<file path="config.mk">
export PLATFORM = sky130hd
export DESIGN_NAME = bloom_hash_gen
export DESIGN_NICKNAME = d
export VERILOG_FILES = /design/src/rtl/bloom_hash_gen.sv
export SDC_FILE = /design/constraint.sdc
export NUM_CORES = 1
export LEC_CHECK = 0
export ABC_CLOCK_PERIOD_IN_PS = 4300
export BUFFER_PORTS_ARGS = -buffer_cell sky130_fd_sc_hd__buf_2
export CORE_MARGIN = 4
export CORE_UTILIZATION = 38
export DETAILED_ROUTE_END_ITERATION = 10
export GPL_TIMING_DRIVEN = 0
export PLACE_DENSITY = 0.65
export SLEW_MARGIN = 20
export SYNTH_ARGS = -nofsm -noshare
export SYNTH_HDL_FRONTEND = slang
export SYNTH_SLANG_ARGS = --single-unit
export TNS_END_PERCENT = 1
</file>
<file path="constraint.sdc">
create_clock -name clk -period 4.3 [get_ports clk]
set_input_delay 0.43 -clock clk [delete_from_list [all_inputs] [get_ports clk]]
set_output_delay 0.43 -clock clk [all_outputs]
set_load 0.01 [all_outputs]
</file>
<file path="src/rtl/bloom_hash_gen.sv">
// Flow-key hash generator feeding bloom_filter: builds a direction-agnostic TCP key,
// runs two rolling hashes over four key words and emits a pair of distinct SRAM indices.
module bloom_hash_gen #(
  parameter int unsigned SRAM_ADDR_WIDTH = 19,
  parameter logic [31:0] SEED_0          = 32'h0000_0000,
  parameter logic [31:0] SEED_1          = 32'd5381
) (
  input  logic                       clk,
  input  logic                       reset,
  input  logic                       tuple_vld,
  output logic                       tuple_rdy,
  input  logic                       tuple_is_ack,
  input  logic [31:0]                src_ip,
  input  logic [31:0]                dst_ip,
  input  logic [15:0]                src_port,
  input  logic [15:0]                dst_port,
  input  logic [31:0]                seq_num,
  input  logic [31:0]                ack_num,
  input  logic [15:0]                payload_len,
  output logic                       is_ack,
  output logic [SRAM_ADDR_WIDTH-1:0] index_0,
  output logic [SRAM_ADDR_WIDTH-1:0] index_1,
  input  logic                       in_rdy,
  output logic                       in_wr,
  output logic [31:0]                pkts_hashed
);

  localparam int unsigned AW    = SRAM_ADDR_WIDTH;
  localparam int unsigned SHIFT = 32 - AW;

  typedef enum logic [1:0] {
    S_IDLE = 2'd0,
    S_HASH = 2'd1,
    S_OUT  = 2'd2
  } state_t;

  state_t          r_state;
  state_t          w_state_nxt;
  logic [31:0]     r_w [4];
  logic [1:0]      r_cnt;
  logic [31:0]     r_h0;
  logic [31:0]     r_h1;
  logic            r_is_ack;
  logic [AW-1:0]   r_idx0;
  logic [AW-1:0]   r_idx1;
  logic [31:0]     r_pkts;

  logic            w_accept;
  logic [31:0]     w_key [4];
  logic [31:0]     w_word;
  logic [31:0]     w_h0_nxt;
  logic [31:0]     w_h1_nxt;
  logic [31:0]     w_h0_sh;
  logic [31:0]     w_h1_sh;
  logic [AW-1:0]   w_fold0;
  logic [AW-1:0]   w_fold1;
  logic [AW-1:0]   w_idx1_fin;

  // ACK keys swap direction so both halves of a flow land on the same key
  always_comb begin
    if (tuple_is_ack) begin
      w_key[0] = dst_ip;
      w_key[1] = src_ip;
      w_key[2] = {dst_port, src_port};
      w_key[3] = ack_num;
    end else begin
      w_key[0] = src_ip;
      w_key[1] = dst_ip;
      w_key[2] = {src_port, dst_port};
      w_key[3] = seq_num + {16'h0000, payload_len};
    end
  end

  // One hash round per cycle, plus the fold of the would-be final accumulators
  always_comb begin
    w_word     = r_w[r_cnt];
    w_h0_nxt   = {r_h0[26:0], r_h0[31:27]} ^ w_word;
    w_h1_nxt   = (r_h1 << 5) + r_h1 + w_word;
    w_h0_sh    = w_h0_nxt >> SHIFT;
    w_h1_sh    = w_h1_nxt >> SHIFT;
    w_fold0    = w_h0_nxt[AW-1:0] ^ w_h0_sh[AW-1:0];
    w_fold1    = w_h1_nxt[AW-1:0] ^ w_h1_sh[AW-1:0];
    w_idx1_fin = (w_fold1 == w_fold0) ? (w_fold1 ^ AW'(1)) : w_fold1;
  end

  always_comb begin
    w_state_nxt = r_state;
    tuple_rdy   = 1'b0;
    in_wr       = 1'b0;
    w_accept    = 1'b0;
    case (r_state)
      S_IDLE: begin
        tuple_rdy = reset;
        w_accept  = reset & tuple_vld;
        if (w_accept) w_state_nxt = S_HASH;
      end
      S_HASH: begin
        if (r_cnt == 2'd3) w_state_nxt = S_OUT;
      end
      S_OUT: begin
        in_wr = reset & in_rdy;
        if (in_rdy) w_state_nxt = S_IDLE;
      end
      default: w_state_nxt = S_IDLE;
    endcase
  end

  always_ff @(posedge clk) begin
    if (!reset) begin
      r_state  <= S_IDLE;
      r_cnt    <= 2'd0;
      r_h0     <= SEED_0;
      r_h1     <= SEED_1;
      r_is_ack <= 1'b0;
      r_idx0   <= '0;
      r_idx1   <= '0;
      r_pkts   <= 32'd0;
      for (int i = 0; i < 4; i++) r_w[i] <= 32'd0;
    end else begin
      r_state <= w_state_nxt;
      if (w_accept) begin
        for (int i = 0; i < 4; i++) r_w[i] <= w_key[i];
        r_is_ack <= tuple_is_ack;
        r_h0     <= SEED_0;
        r_h1     <= SEED_1;
        r_cnt    <= 2'd0;
      end
      if (r_state == S_HASH) begin
        r_h0  <= w_h0_nxt;
        r_h1  <= w_h1_nxt;
        r_cnt <= r_cnt + 2'd1;
        if (r_cnt == 2'd3) begin
          r_idx0 <= w_fold0;
          r_idx1 <= w_idx1_fin;
        end
      end
      if (in_wr) r_pkts <= r_pkts + 32'd1;
    end
  end

  assign is_ack      = r_is_ack;
  assign index_0     = r_idx0;
  assign index_1     = r_idx1;
  assign pkts_hashed = r_pkts;

endmodule
</file>
# == Word-level counts from Yosys, hierarchy flattened ==
# Memory sizes are Yosys's and may differ from the RTL's. A register that Yosys moved wholly into a read port is not among the register bits.
# Cells that the tools add are included.
# word_totals
ff_bits,139
ram_bits,128
inputBits,181
output_inout_bits,73
word_cells,60
n_memories,1
# memory_table
memory,words,word_bits,read_ports,rd_ports_with_merged_regs,wr,line,source
r_w,4,32,1,1,4,39,logic [31:0] r_w [4];
# op_classes
add_sub_neg,5
eq_ne,7
mux,25
bitwise,10
reduce_logical,4
# op_table
cell,n
$mux 32,8
$mux 128,1
$add 32x32->32,2
$xor 19x19->19,2
$add 32x1->32 const B,1
$add 32x16->32,1
$xor 32x32->32,1
$eq 19x19->1,1
$mux 2,7
$mux 1,8
$ne 2x2->1 const B,3
$pmux 2 s3,1
$eq 2x2->1 const B,2
$or 1x1->1,4
$reduce_and 3->1,1
$add 2x1->2 const B,1
$and 1x1->1,2
$eq 2x1->1 const B,1
$logic_not 2->1,1
$reduce_and 2->1,1
$reduce_bool 2->1,1
$not 1->1,1

# == Logic depth before layout (Yosys ltp) ==
# Gate-level depths: netlist (run 1).
# depth
word_depth,6
depth_mapped,21
depth_no_buf,17

# == Least setup slack after synthesis (run 1) ==
# No wires, ideal clock.
# synth_path
kind,register to register
from,register (tool-made name)
to,"register r_idx1[0], in the netlist index_1[0]"
setup_time_ps,122
t_arrival_ps,4542
t_required_ps,4178
path_slack_ps,-364
path_stages_with_launch,19
path_buffers,4
period_less_slack_ps,4664
cell_sequence,dfxtp_1 -> buf_2 -> buf_4 -> buf_2 -> mux4_2 -> fa_1 -> ha_1 -> buf_2 -> and3_1 -> a221oi_1 -> o221a_2 -> a21oi_4 -> a41oi_2 -> xnor2_2 -> xnor3_1 -> nor4_1 -> and4_1 -> a21oi_1 -> nand3b_1
# synth_lines
item,line,source
"end signal, assigned",134,r_idx1 <= w_idx1_fin;
"end, declared",45,logic [AW-1:0] r_idx1;

==> impl_results.html, run 1 <==
<table>
<tr><th>Metric</th><th>Value</th></tr>
<tr><th colspan="2">Setup path</th></tr>
<tr><td>Worst-path fanout max</td><td>6</td></tr>
<tr><td>Critical path data required time</td><td>4750 ps</td></tr>
<tr><td>Slowest cell on crit path</td><td>mux4_2</td></tr>
<tr><td>Cell depth of the worst flop-to-flop path</td><td>17</td></tr>
<tr><td>WP buf/inv</td><td>3</td></tr>
<tr><td>Family with the most delay on the worst path</td><td>simple AND/OR/NAND/NOR gates</td></tr>
<tr><td>Critical path, cell by cell</td><td>buf_6 -&gt; buf_12 -&gt; buf_8 -&gt; mux4_2 -&gt; fa_1 -&gt; ha_4 -&gt; nand4_4 -&gt; or2_0 -&gt; o221a_2 -&gt; a21oi_4 -&gt; a41oi_4 -&gt; xnor2_4 -&gt; xnor3_1 -&gt; nor4_2 -&gt; and4_1 -&gt; a21oi_1 -&gt; nand3b_1</td></tr>
<tr><td>Category of the worst setup path launch point</td><td>flop</td></tr>
<tr><td>Category of the most critical setup path</td><td>flop to flop</td></tr>
<tr><td>Largest stage delay on the critical path</td><td>610 ps</td></tr>
<tr><td>Data arrival at the endpoint of the critical path</td><td>5100 ps</td></tr>
<tr><td>Register-to-Register Setup Slack</td><td>-340 ps</td></tr>
<tr><td>Endpoint class of the critical path</td><td>flop</td></tr>
<tr><td>Endpoint of the worst register-to-register path</td><td>index_1[0]</td></tr>
<tr><th colspan="2">Placement</th></tr>
<tr><td>Cell count after placement</td><td>2,441</td></tr>
<tr><td>Weighted congestion reported at the end of routability-driven placement</td><td>0.955</td></tr>
<tr><td>Worst slack after detailed placement</td><td>-1760 ps</td></tr>
<tr><td>Number of port buffers</td><td>252</td></tr>
<tr><td>Placed wire-length estimate after detailed placement</td><td>43,700 µm</td></tr>
<tr><th colspan="2">STA</th></tr>
<tr><td>Final hold violation count</td><td>0</td></tr>
<tr><td>Peak Freq</td><td>0.215 GHz</td></tr>
<tr><td>Fin worst setup slack</td><td>-345 ps</td></tr>
<tr><td>Max-slew violation count</td><td>0</td></tr>
<tr><td>Unrepaired setup endpoints after global routing</td><td>yes</td></tr>
<tr><td>Final total negative setup slack</td><td>-642 ps</td></tr>
<tr><td>Worst setup skew after layout</td><td>19.9 ps</td></tr>
<tr><td>Fraction of the cycle the final worst path needs</td><td>1.08</td></tr>
<tr><td>Worst slew margin relative to its limit</td><td>0.410</td></tr>
<tr><td>Worst Max-Slew Pin Slew</td><td>886 ps</td></tr>
<tr><td>Setup violators final</td><td>4</td></tr>
<tr><td>Min Tclk post-route</td><td>4640 ps</td></tr>
<tr><th colspan="2">Layout</th></tr>
<tr><td>Most used cells in the layout excluding fill and tap cells</td><td>buf_2, nor2_1, dfxtp_1</td></tr>
<tr><td>Final Net Count</td><td>2,223</td></tr>
<tr><td>Layout overhead on the synthesized area</td><td>25.8%</td></tr>
<tr><td>Layout filler cell count</td><td>3,834</td></tr>
<tr><td>Most frequent standard cell in the layout excluding fill and tap cells</td><td>buf_2</td></tr>
<tr><td>Non-Filler Instances</td><td>2,567</td></tr>
<tr><td>Layout cell share with drive strength beyond 1</td><td>0.250</td></tr>
<tr><th colspan="2">Clock network</th></tr>
<tr><td>Skew-Pair Late Insertion Delay</td><td>570 ps</td></tr>
<tr><td>Clock-pin slew reported for the worst setup and hold paths after clock tree synthesis</td><td>70 ps</td></tr>
<tr><td>Number of clock sinks seen by CTS</td><td>269</td></tr>
<tr><td>Buffer depth of the longest clock path</td><td>3</td></tr>
<tr><td>Clock tree from TritonCTS</td><td>built</td></tr>
<tr><td>Total clock buffers created by CTS</td><td>30</td></tr>
<tr><td>Library cell used as clock root buffer</td><td>clkbuf_16</td></tr>
<tr><td>H-tree depth reported by CTS</td><td>1</td></tr>
<tr><th colspan="2">Floorplanning</th></tr>
<tr><td>Initial core utilization</td><td>0.388</td></tr>
<tr><td>Core Box Area</td><td>42,300 µm²</td></tr>
<tr><td>Chip Height</td><td>216 µm</td></tr>
<tr><td>Total die area</td><td>46,600 µm²</td></tr>
<tr><td>IO Count</td><td>254</td></tr>
<tr><td>Rows</td><td>75</td></tr>
<tr><td>Width of the chip</td><td>216 µm</td></tr>
<tr><th colspan="2">Synthesis</th></tr>
<tr><td>Mean area per synthesized cell</td><td>10.2 µm²</td></tr>
<tr><td>Count of flip-flops with a built-in enable after synthesis</td><td>128</td></tr>
<tr><td>Mux share of post-synthesis cell area</td><td>0.109</td></tr>
<tr><td>Top cell type's share of synthesized area</td><td>0.234</td></tr>
<tr><td>Synth Cell Area</td><td>16,400 µm²</td></tr>
<tr><td>Dominant synthesized flop cell</td><td>dfxtp_1</td></tr>
<tr><td>Total number of yosys warnings</td><td>0</td></tr>
<tr><td>Count of state elements after synthesis</td><td>269</td></tr>
<tr><td>Number of distinct standard cells referenced by the synthesized netlist</td><td>71</td></tr>
<tr><td>Cells after Synth</td><td>1,611</td></tr>
<tr><td>Number of nets produced by synthesis</td><td>1,873</td></tr>
<tr><td>Simple-gate share of the synthesized area</td><td>0.161</td></tr>
<tr><td>Proportion of register bits with asynchronous set or reset after synthesis</td><td>0</td></tr>
<tr><td>Cell types occupying the most area after synthesis</td><td>edfxtp_1, dfxtp_1, xnor2_1</td></tr>
<tr><td>Xor and xnor area share after synthesis</td><td>0.104</td></tr>
<tr><td>Sequential share of the synthesized area</td><td>0.406</td></tr>
<tr><td>Fraction of the mapped netlist area in compound gates</td><td>0.116</td></tr>
<tr><td>Post-Synth Adder-Cell Area</td><td>0.0746</td></tr>
<tr><td>Main combinational cell family by area after synthesis</td><td>simple AND/OR/NAND/NOR gates</td></tr>
<tr><td>Library cell occupying the most area in the post-synthesis netlist</td><td>edfxtp_1</td></tr>
<tr><th colspan="2">Route</th></tr>
<tr><td>Drt initial violations</td><td>1,098</td></tr>
<tr><td>Length of routed met2 wiring</td><td>27,300 µm</td></tr>
<tr><td>Overall via count from detail_route</td><td>14.0k</td></tr>
<tr><td>DRC violation count after routing</td><td>0</td></tr>
<tr><td>Number of search-and-repair iterations in the first detailed-routing pass</td><td>5</td></tr>
<tr><td>Detail Route Antenna Nets</td><td>0</td></tr>
<tr><td>Vias/cell</td><td>5.46</td></tr>
<tr><td>Wl on met1</td><td>22,100 µm</td></tr>
<tr><td>Total detailed-routing wirelength</td><td>56,300 µm</td></tr>
<tr><td>Routed met3 length</td><td>4630 µm</td></tr>
<tr><td>Top metal layer carrying routed signals</td><td>met5</td></tr>
<tr><td>Detailed-route wire length per cell</td><td>21.9 µm</td></tr>
<tr><th colspan="2">Global route</th></tr>
<tr><td>Global Route Usage Sum</td><td>0.231</td></tr>
<tr><td>Number of antenna violations at the first check in global routing</td><td>9</td></tr>
<tr><td>Number of global-route vias before repair</td><td>13.9k</td></tr>
<tr><td>Pin count of the biggest net entering global routing</td><td>75</td></tr>
<tr><td>Wire length of the first global-routing pass</td><td>83,600 µm</td></tr>
<tr><td>Congestion Overflow GR</td><td>0</td></tr>
<tr><th colspan="2">Hold path</th></tr>
<tr><td>Class of the most critical hold timing path</td><td>input port to flop</td></tr>
<tr><td>Cells on Worst Hold Path</td><td>3</td></tr>
<tr><td>Min-delay src</td><td>tuple_vld</td></tr>
<tr><td>Endpoint with the worst hold slack</td><td>r_state[0]</td></tr>
<tr><th colspan="2">Pwr</th></tr>
<tr><td>Pwr Total</td><td>14.2 mW</td></tr>
<tr><td>Leakage power total</td><td>9.05 nW</td></tr>
<tr><td>P per Cell Area</td><td>688 nW/µm²</td></tr>
<tr><td>Worst vdd rail ir drop</td><td>624 µV</td></tr>
<tr><th colspan="2">Status</th></tr>
<tr><td>Violations in the final reports</td><td>negative setup slack</td></tr>
<tr><td>Status</td><td>finished with violations</td></tr>
<tr><th colspan="2">Job</th></tr>
<tr><td>Number of max-capacitance violations reported</td><td>0</td></tr>
</table>
-- cell families after synthesis --
| kind of cell | count (synthesis) |
|---|---|
| AO/OA/AOI/OAI | 280 |
| buffers and inverters | 115 |
| XOR/XNOR | 174 |
| AND/OR/NAND/NOR | 552 |
| multiplexers | 140 |
| adder cells (fa/ha/maj) | 81 |
| flip-flops | 269 |
-- cell type report --
type	instances	area, µm²	area share
clock buffers	36	795	0.0385
clock inverters	20	175	0.00849
multi-input cells	1227	9880	0.479
plain buffers	91	462	0.0224
well taps	577	722	0.0350
diodes	5	12.5	0.000606
flip-flops and latches	269	6670	0.323
inverters	19	71.3	0.00346
repair buffers	323	1850	0.0898
-- state kept, by name, indices dropped and copies added, names as in the netlist, named ones only --
register     count
index_0         19
r_w            128
is_ack           1
r_cnt            2
r_h0            32
index_1         19
r_state          2
r_h1            32
pkts_hashed     32
-- cell usage after synthesis, drive strengths merged, types with 28 or more instances --
cell type,instances
ha,53
o211a,37
nor2,163
a21boi,30
mux4,31
nand3,83
mux2i,108
nand2,127
and2,79
o21ai,81
xnor2,129
xor2,33
edfxtp,128
dfxtp,141
a21oi,52
fa,28
clkbuf,73
-- metal layers --
layer | vias to the layer above | track usage
li1 | 6476 | -
met1 | 6772 | 0.293
met2 | 639 | 0.393
met3 | 123 | 0.0471
met4 | 10 | 0.0801
met5 | - | 0
-- where the power goes --
part	switching [mW]	internal [mW]
Clock	1.04	1.49
Sequential	0.196	2.91
Combinational	4.73	3.83
Total	5.96	8.23
-- worst max path at each step --
stage | startpoint | to | depth (start not counted)
6_report | flop | index_1[0] | 17
5_1_grt | flop | index_1[0] | 20
4_1_cts | flop | index_1[0] | 18
3_5_place_dp | flop | index_1[0] | 21
3_3_place_gp | flop | index_1[0] | 21
2_1_floorplan | flop | index_1[0] | 18
-- worst min-delay path, cell delays in order --
cell and delay (ps):
buf_2 110, nor2_1 80, a211oi_1 50
-- through the flow --
stage	instance area, µm²	hold WS [ps]	utilization
after CTS	20200	131	0.476
after global placement	18400	460	0.435
after floorplan	16400	466	-
after detailed placement	18400	465	0.436
final	20600	155	0.488
after global routing	20600	158	0.487
-- repair_timing --
item / in CTS / in global routing
gates resized for setup: 86 / 43
buffers inserted: 39 / 31
endpoints found under the setup margin: 37 / 24
pin swaps: 34 / 34
hold buffers: 0 / 0
Note: power is estimated with default switching activity, not from simulation.
==> inputs of run 2 (changes only) <==
Settings changed: ABC_CLOCK_PERIOD_IN_PS 4300 to 5700, PLACE_DENSITY 0.65 to 0.63.
Clock period 4.3 ns to 5.7 ns, I/O delays scaled along.
==> run 2 against run 1 <==
The run now ends clean. Routed wire length down 3.9%. Clock-buffer cell count up 9. Core utilization shrank 2.9 points. Hold slack improved by 160 ps. Fmax fell by 15%. Worst setup slack gained 580 ps. Clock power fell by 29%. Critical path type unchanged. Critical endpoint unchanged. Largest power group unchanged.
==> impl_results.html, run 2 (same netlist as run 1, synthesis figures left out) <==
<table>
<tr><th>Metric</th><th>Value</th></tr>
<tr><th colspan="2">Status</th></tr>
<tr><td>Status</td><td>finished, final reports clean</td></tr>
<tr><th colspan="2">Layout</th></tr>
<tr><td>Non-Filler Instances</td><td>2,496 (-2.8%)</td></tr>
<tr><td>Number of flip-flops under the largest register name</td><td>128 (unchanged)</td></tr>
<tr><td>Most frequent standard cell in the layout excluding fill and tap cells</td><td>buf_2</td></tr>
<tr><td>Layout overhead on the synthesized area</td><td>18.2%</td></tr>
<tr><td>Final Net Count</td><td>2,155 (-3.1%)</td></tr>
<tr><td>Most used cells in the layout excluding fill and tap cells</td><td>buf_2, nor2_1, dfxtp_1</td></tr>
<tr><td>Final Util</td><td>0.458 (-0.0294)</td></tr>
<tr><td>Layout cell share with drive strength beyond 1</td><td>0.188 (-0.0619)</td></tr>
<tr><td>Top reg by flops</td><td>r_w</td></tr>
<tr><th colspan="2">Clock network</th></tr>
<tr><td>Total clock buffers created by CTS</td><td>28 (-6.7%)</td></tr>
<tr><td>Clock tree from TritonCTS</td><td>built</td></tr>
<tr><td>Buffer depth of the longest clock path</td><td>3 (unchanged)</td></tr>
<tr><td>Library cell used as clock root buffer</td><td>clkbuf_16</td></tr>
<tr><td>Clock-pin slew reported for the worst setup and hold paths after clock tree synthesis</td><td>60 ps (about the same)</td></tr>
<tr><td>H-tree depth reported by CTS</td><td>1 (unchanged)</td></tr>
<tr><td>Hold_buf cts</td><td>0 (unchanged)</td></tr>
<tr><td>Skew-Pair Late Insertion Delay</td><td>550 ps (-20 ps)</td></tr>
<tr><td>Number of clock sinks seen by CTS</td><td>269 (unchanged)</td></tr>
<tr><th colspan="2">Job</th></tr>
<tr><td>Number of max-capacitance violations reported</td><td>0 (unchanged)</td></tr>
<tr><th colspan="2">STA</th></tr>
<tr><td>Final hold violation count</td><td>0 (unchanged)</td></tr>
<tr><td>Worst Max-Slew Pin Slew</td><td>996 ps (+110 ps)</td></tr>
<tr><td>Unrepaired setup endpoints after global routing</td><td>no</td></tr>
<tr><td>Peak Freq</td><td>0.183 GHz (-15%)</td></tr>
<tr><td>Max-slew violation count</td><td>0 (unchanged)</td></tr>
<tr><td>Fraction of the cycle the final worst path needs</td><td>0.959 (-0.121)</td></tr>
<tr><td>Min Tclk post-route</td><td>5470 ps (+821 ps)</td></tr>
<tr><td>Setup violators final</td><td>0 (-4)</td></tr>
<tr><td>Worst setup skew after layout</td><td>11.2 ps (-8.65 ps)</td></tr>
<tr><td>Worst slew margin relative to its limit</td><td>0.331 (-0.0783)</td></tr>
<tr><td>Final total negative setup slack</td><td>0 ps (+642 ps)</td></tr>
<tr><td>Fin worst setup slack</td><td>234 ps (+579 ps)</td></tr>
<tr><th colspan="2">Placement</th></tr>
<tr><td>Number of port buffers</td><td>252 (unchanged)</td></tr>
<tr><td>Worst slack after detailed placement</td><td>-229 ps (+1530 ps)</td></tr>
<tr><td>Weighted congestion reported at the end of routability-driven placement</td><td>0.939 (-1.7%)</td></tr>
<tr><td>Cell count after placement</td><td>2,442 (+0.041%)</td></tr>
<tr><td>Placed wire-length estimate after detailed placement</td><td>44,000 µm (+0.60%)</td></tr>
<tr><th colspan="2">Route</th></tr>
<tr><td>Vias/cell</td><td>5.43 (-0.57%)</td></tr>
<tr><td>Total detailed-routing wirelength</td><td>54,100 µm (-3.9%)</td></tr>
<tr><td>DRC violation count after routing</td><td>0 (unchanged)</td></tr>
<tr><td>Detailed-route wire length per cell</td><td>21.7 µm (-1.1%)</td></tr>
<tr><td>Number of search-and-repair iterations in the first detailed-routing pass</td><td>5 (unchanged)</td></tr>
<tr><td>Detail Route Antenna Nets</td><td>0 (unchanged)</td></tr>
<tr><td>Overall via count from detail_route</td><td>13.6k (-3.3%)</td></tr>
<tr><td>Drt initial violations</td><td>976 (-11%)</td></tr>
<tr><th colspan="2">Floorplanning</th></tr>
<tr><td>Width of the chip</td><td>216 µm (unchanged)</td></tr>
<tr><td>Total die area</td><td>46,600 µm² (unchanged)</td></tr>
<tr><td>Initial core utilization</td><td>0.388 (unchanged)</td></tr>
<tr><td>Rows</td><td>75 (unchanged)</td></tr>
<tr><td>Core Box Area</td><td>42,300 µm² (unchanged)</td></tr>
<tr><td>IO Count</td><td>254 (unchanged)</td></tr>
<tr><td>Chip Height</td><td>216 µm (unchanged)</td></tr>
<tr><th colspan="2">Setup path</th></tr>
<tr><td>Worst-path fanout max</td><td>10 (+4)</td></tr>
<tr><td>Category of the most critical setup path</td><td>flop to flop</td></tr>
<tr><td>Slowest cell on crit path</td><td>dfxtp_1</td></tr>
<tr><td>Critical path data required time</td><td>6140 ps (+1390 ps)</td></tr>
<tr><td>Endpoint class of the critical path</td><td>flop</td></tr>
<tr><td>Category of the worst setup path launch point</td><td>flop</td></tr>
<tr><td>Critical path, cell by cell</td><td>clkbuf_4 -&gt; clkbuf_4 -&gt; mux2i_1 -&gt; nor2_1 -&gt; a21oi_2 -&gt; inv_1 -&gt; fa_1 -&gt; ha_1 -&gt; buf_2 -&gt; and3_1 -&gt; a221oi_1 -&gt; o221a_2 -&gt; a21oi_4 -&gt; a31oi_1 -&gt; xor2_1 -&gt; xor2_1 -&gt; nor4_1 -&gt; and4_1 -&gt; a21oi_1 -&gt; nand3b_1</td></tr>
<tr><td>Data arrival at the endpoint of the critical path</td><td>5900 ps (+800 ps)</td></tr>
<tr><td>Largest stage delay on the critical path</td><td>530 ps (-80 ps)</td></tr>
<tr><th colspan="2">Global route</th></tr>
<tr><td>Pin count of the biggest net entering global routing</td><td>62 (-17%)</td></tr>
<tr><td>Number of global-route vias before repair</td><td>13.5k (-3.3%)</td></tr>
<tr><td>Wire length of the first global-routing pass</td><td>80,300 µm (-3.9%)</td></tr>
<tr><td>Top Usage Layer GRT</td><td>met2</td></tr>
<tr><td>Congestion Overflow GR</td><td>0 (unchanged)</td></tr>
<tr><td>Met1 GRT Util</td><td>0.275 (-0.0179)</td></tr>
<tr><td>Global-route track usage on met2</td><td>0.373 (-0.0194)</td></tr>
<tr><td>Global Route Usage Sum</td><td>0.224 (-0.00704)</td></tr>
<tr><td>Number of antenna violations at the first check in global routing</td><td>11 (+2)</td></tr>
<tr><td>Global routing usage on met3</td><td>0.0636 (+0.0165)</td></tr>
<tr><th colspan="2">Pwr</th></tr>
<tr><td>P per Cell Area</td><td>461 nW/µm² (-33%)</td></tr>
<tr><td>Pwr Total</td><td>8.94 mW (-37%)</td></tr>
<tr><td>Worst vdd rail ir drop</td><td>296 µV (-53%)</td></tr>
<tr><td>Leakage power total</td><td>8.53 nW (-5.8%)</td></tr>
<tr><th colspan="2">Hold path</th></tr>
<tr><td>Class of the most critical hold timing path</td><td>input port to flop</td></tr>
</table>
## run 2: cell count changes in the layout (fill, tap and decap cells not counted), sizes merged
cell and delta:
diode -1, buf -70, bufinv -3, clkinvlp -2, clkinv -8, clkbuf +13
## run 2: final timing paths
check,endpoint,depth (start not counted),slack (ps),start
worst max-delay path,index_1[0],20,230,flop
worst min-delay path,r_state[1],4,310,in_rdy
worst max register to register,index_1[0],20,230,flop
worst min register to register,is_ack,2,460,is_ack
## run 2: power by group
part / total [mW] / internal (mW) / switching, mW
combinational: 4.81 / 1.91 / 2.91
clock: 1.79 / 1.03 / 0.760
sequential: 2.34 / 2.20 / 0.146
total: 8.94 / 5.13 / 3.81
## run 2: layer usage
metal | wire (µm) | vias to the layer above | part of all wire
li1 | - | 6319 | -
met1 | 21400 | 6508 | 0.40
met2 | 25400 | 574 | 0.47
met3 | 4730 | 140 | 0.087
met4 | 2460 | 14 | 0.045
met5 | 80 | - | 0.0015
## run 2: repair_timing
item / 4_1_cts / 5_1_grt
setup endpoints to repair: 1 / 2
setup buffers: 0 / 0
resized for setup: 5 / 5
## run 2: worst max-delay path: cells and delay by family, from the launching register on
family,cells,cell delay [ps]
flip-flops,1,530
AO/OA/AOI/OAI,6,1410
buffers and inverters,4,920
XOR/XNOR,2,610
AND/OR/NAND/NOR,5,980
multiplexers,1,200
adder cells (fa/ha/maj),2,680
## run 2: through the flow
step	hold WS, ps	area, µm²
after floorplan	466	16400
after global placement	460	18400
after detailed placement	459	18400
after CTS	290	19400
after global routing	306	19400
final	313	19400
## run 2: layout make-up
cell class	instances	area, µm²
diodes	4	10.0
plain buffers	94	395
clock buffers	45	860
clock inverters	7	32.5
fillers	4027	22900
inverters	19	71.3
multi-input cells	1227	9330
flip-flops and latches	269	6670
well taps	577	722
repair buffers	254	1310
==> inputs of run 3 (changes only) <==
Settings changed: CORE_UTILIZATION 38 to 50, PLACE_DENSITY 0.63 to 0.78.
==> run 3 against run 2 <==
Critical path depth shrank 2. Fmax decreased by 0.31%. Non-clock buffer count is 1 higher. First-iteration DRC count increased by 27%. Worst setup slack got worse by 17 ps. Sequential power about the same. Critical path type unchanged. Power rose by 0.19%. Global-route usage grew 5.2 points. Routed wire length fell by 6.0%. Critical endpoint unchanged.
==> impl_results.html, run 3 (same netlist as run 1, synthesis figures left out) <==
<table>
<tr><th>Metric</th><th>Value</th></tr>
<tr><th colspan="2">Route</th></tr>
<tr><td>DRC violation count after routing</td><td>0 (unchanged)</td></tr>
<tr><td>Drt initial violations</td><td>1,242 (+27%)</td></tr>
<tr><td>Total detailed-routing wirelength</td><td>50,900 µm (-6.0%)</td></tr>
<tr><td>Number of search-and-repair iterations in the first detailed-routing pass</td><td>5 (unchanged)</td></tr>
<tr><td>Vias/cell</td><td>5.84 (+7.5%)</td></tr>
<tr><td>Detail Route Antenna Nets</td><td>0 (unchanged)</td></tr>
<tr><td>Detailed-route wire length per cell</td><td>21.5 µm (-0.58%)</td></tr>
<tr><td>Overall via count from detail_route</td><td>13.8k (+1.6%)</td></tr>
<tr><th colspan="2">Floorplanning</th></tr>
<tr><td>Initial core utilization</td><td>0.505 (+0.118)</td></tr>
<tr><td>Width of the chip</td><td>189 µm (-12%)</td></tr>
<tr><td>Core Box Area</td><td>32,500 µm² (-23%)</td></tr>
<tr><td>Chip Height</td><td>189 µm (-12%)</td></tr>
<tr><td>Rows</td><td>66 (-12%)</td></tr>
<tr><td>Total die area</td><td>35,800 µm² (-23%)</td></tr>
<tr><td>IO Count</td><td>254 (unchanged)</td></tr>
<tr><th colspan="2">Layout</th></tr>
<tr><td>Top reg by flops</td><td>r_w</td></tr>
<tr><td>Number of flip-flops under the largest register name</td><td>128 (unchanged)</td></tr>
<tr><td>Layout filler cell count</td><td>2,700 (-33%)</td></tr>
<tr><td>Layout overhead on the synthesized area</td><td>17.7%</td></tr>
<tr><td>Most used cells in the layout excluding fill and tap cells</td><td>buf_2, nor2_1, dfxtp_1</td></tr>
<tr><td>Final Net Count</td><td>2,156 (+0.046%)</td></tr>
<tr><td>Final Util</td><td>0.595 (+0.136)</td></tr>
<tr><td>Most frequent standard cell in the layout excluding fill and tap cells</td><td>buf_2</td></tr>
<tr><td>Layout cell share with drive strength beyond 1</td><td>0.193 (+0.00460)</td></tr>
<tr><th colspan="2">Pwr</th></tr>
<tr><td>P_int</td><td>5.20 mW (+1.5%)</td></tr>
<tr><td>Sw Share</td><td>0.419 (-0.00722)</td></tr>
<tr><td>Switching Power</td><td>3.76 mW (-1.5%)</td></tr>
<tr><td>P per Cell Area</td><td>464 nW/µm² (+0.68%)</td></tr>
<tr><td>Leakage power total</td><td>8.56 nW (+0.41%)</td></tr>
<tr><td>Worst vdd rail ir drop</td><td>320 µV (+8.2%)</td></tr>
<tr><td>Clock group share of total power</td><td>0.208 (+0.008)</td></tr>
<tr><td>Part of the power in combinational logic</td><td>0.531 (-0.007)</td></tr>
<tr><td>Part of the total power dissipated in sequential elements</td><td>0.261 (about the same)</td></tr>
<tr><th colspan="2">Clock network</th></tr>
<tr><td>Library cell used as clock root buffer</td><td>clkbuf_16</td></tr>
<tr><td>Skew-Pair Late Insertion Delay</td><td>550 ps (about the same)</td></tr>
<tr><td>Number of setup buffers added after CTS</td><td>0 (unchanged)</td></tr>
<tr><td>H-tree depth reported by CTS</td><td>1 (unchanged)</td></tr>
<tr><td>Number of clock sinks seen by CTS</td><td>269 (unchanged)</td></tr>
<tr><td>Total clock buffers created by CTS</td><td>28 (unchanged)</td></tr>
<tr><td>Buffer depth of the longest clock path</td><td>3 (unchanged)</td></tr>
<tr><td>Clock tree from TritonCTS</td><td>built</td></tr>
<tr><td>Clock-pin slew reported for the worst setup and hold paths after clock tree synthesis</td><td>60 ps (about the same)</td></tr>
<tr><th colspan="2">Setup path</th></tr>
<tr><td>Register-to-Register Setup Slack</td><td>220 ps (-20 ps)</td></tr>
<tr><td>Worst-path fanout max</td><td>10 (unchanged)</td></tr>
<tr><td>Cell depth of the worst flop-to-flop path</td><td>18 (-10%)</td></tr>
<tr><td>Endpoint class of the critical path</td><td>flop</td></tr>
<tr><td>Data arrival at the endpoint of the critical path</td><td>5920 ps (+20 ps)</td></tr>
<tr><td>Critical path data required time</td><td>6140 ps (about the same)</td></tr>
<tr><td>Endpoint of the worst register-to-register path</td><td>index_1[0]</td></tr>
<tr><td>Category of the worst setup path launch point</td><td>flop</td></tr>
<tr><td>Crit path capture</td><td>index_1[0]</td></tr>
<tr><td>Category of the most critical setup path</td><td>flop to flop</td></tr>
<tr><th colspan="2">Hold path</th></tr>
<tr><td>Min-delay src</td><td>in_rdy</td></tr>
<tr><td>Class of the most critical hold timing path</td><td>input port to flop</td></tr>
<tr><th colspan="2">STA</th></tr>
<tr><td>Final hold violation count</td><td>0 (unchanged)</td></tr>
<tr><td>Smallest hold slack</td><td>302 ps (-11.2 ps)</td></tr>
<tr><td>Worst Max-Slew Pin Slew</td><td>913 ps (-82.4 ps)</td></tr>
<tr><td>Peak Freq</td><td>0.182 GHz (-0.31%)</td></tr>
<tr><td>Min Tclk post-route</td><td>5480 ps (+17.2 ps)</td></tr>
<tr><td>Fin worst setup slack</td><td>217 ps (-17.2 ps)</td></tr>
<tr><td>Setup violators final</td><td>0 (unchanged)</td></tr>
<tr><td>Worst slew margin relative to its limit</td><td>0.391 (+0.0597)</td></tr>
<tr><td>Max-slew violation count</td><td>0 (unchanged)</td></tr>
<tr><td>Worst setup skew after layout</td><td>27.3 ps (+16.1 ps)</td></tr>
<tr><td>Fraction of the cycle the final worst path needs</td><td>0.962 (+0.00302)</td></tr>
<tr><td>Unrepaired setup endpoints after global routing</td><td>no</td></tr>
<tr><th colspan="2">Global route</th></tr>
<tr><td>Congestion Overflow GR</td><td>0 (unchanged)</td></tr>
<tr><td>Pin count of the biggest net entering global routing</td><td>59 (-4.8%)</td></tr>
<tr><td>Global Route Usage Sum</td><td>0.276 (+0.0524)</td></tr>
<tr><td>Number of antenna violations at the first check in global routing</td><td>7 (-4)</td></tr>
<tr><td>Wire length of the first global-routing pass</td><td>77,200 µm (-3.9%)</td></tr>
<tr><td>Number of global-route vias before repair</td><td>13.6k (+1.3%)</td></tr>
<tr><th colspan="2">Status</th></tr>
<tr><td>Status</td><td>finished, final reports clean</td></tr>
<tr><th colspan="2">Placement</th></tr>
<tr><td>Weighted congestion reported at the end of routability-driven placement</td><td>0.957 (+1.9%)</td></tr>
<tr><td>Worst slack after detailed placement</td><td>-125 ps (+104 ps)</td></tr>
<tr><td>Placed wire-length estimate after detailed placement</td><td>40,300 µm (-8.4%)</td></tr>
<tr><td>Number of port buffers</td><td>252 (unchanged)</td></tr>
<tr><th colspan="2">Job</th></tr>
<tr><td>Number of max-capacitance violations reported</td><td>0 (unchanged)</td></tr>
</table>
-- run 3: cell count changes in the layout (fill, tap and decap cells not counted), moves of 2 or more --
cell	previous run	this run
clkbuf_8	3	5
bufinv_16	0	2
buf_4	3	5
clkbuf_16	31	29
clkbuf_1	82	75
clkinvlp_4	0	3
diode_2	4	2
-- run 3: final cells by class --
type	instances	area, µm²	share of cell area
Multi-Input combinational cell	1227	9340	0.484
Sequential cell	269	6670	0.345
Antenna cell	2	5.00	0.000259
Buffer	95	400	0.0207
Timing Repair Buffer	254	1320	0.0682
Clock inverter	14	140	0.00726
Inverter	19	71.3	0.00370
Tap cell	442	553	0.0287
Clock buffer	38	813	0.0421
-- run 3: worst max-delay path, stage by stage, from the launching register on --
cell and delay, ps:
dfxtp_1 320, buf_2 250, buf_6 240, buf_4 270
mux4_2 620, fa_1 430, ha_1 290, buf_4 170
and2_1 200, a211o_1 350, a22oi_1 330, and2_1 270
nor2b_1 230, xnor2_2 240, xnor3_1 280, nor4_1 350
and4_1 290, a21oi_1 70, nand3b_1 150
-- run 3: worst min path at each step --
stage	endpoint	slack, ps	cells past startpoint
6_report	r_state[1]	300	4
5_1_grt	r_state[1]	310	4
4_1_cts	r_state[1]	290	4
3_5_place_dp	is_ack	460	2
3_3_place_gp	index_1[15]	460	2
2_1_floorplan	r_h1[31]	470	2
-- run 3: what timing repair did --
item | in CTS | in global routing
pin swaps | 0 | 0
setup endpoints to repair | 1 | 1
resized for setup | 4 | 8
hold buffers | 0 | 0
endpoints found under the hold margin | 0 | 0
-- run 3: stage by stage --
| step | setup TNS, ps | std cells | power (mW) | instance area, µm² |
|---|---|---|---|---|
| 3_5_place_dp | -125 | 2307 | 6.90 | 18300 |
| 6_report | 0 | 2360 | 8.96 | 19300 |
| 2_1_floorplan | 0 | 1611 | 5.60 | 16400 |
| 4_1_cts | 0 | 2359 | 8.81 | 19300 |
| 3_3_place_gp | -124070 | 2305 | 6.84 | 18200 |
| 5_1_grt | 0 | 2358 | 9.37 | 19300 |
-- run 3: metal layers --
metal,global-route usage,up-vias,part of all wire
li1,-,6341,-
met1,0.344,6624,0.38
met2,0.472,664,0.48
met3,0.0551,135,0.089
met4,0.114,12,0.051
met5,0,-,0.0013
-- run 3: power groups by stage --
stage	Clock [mW]	Sequential (mW)	Combinational, mW
finish	1.86	2.34	4.76
global route	1.98	2.36	5.04
CTS	1.87	2.34	4.60
detailed placement	0	2.38	4.52
global placement	0	2.38	4.45
floorplan	0	2.34	3.26
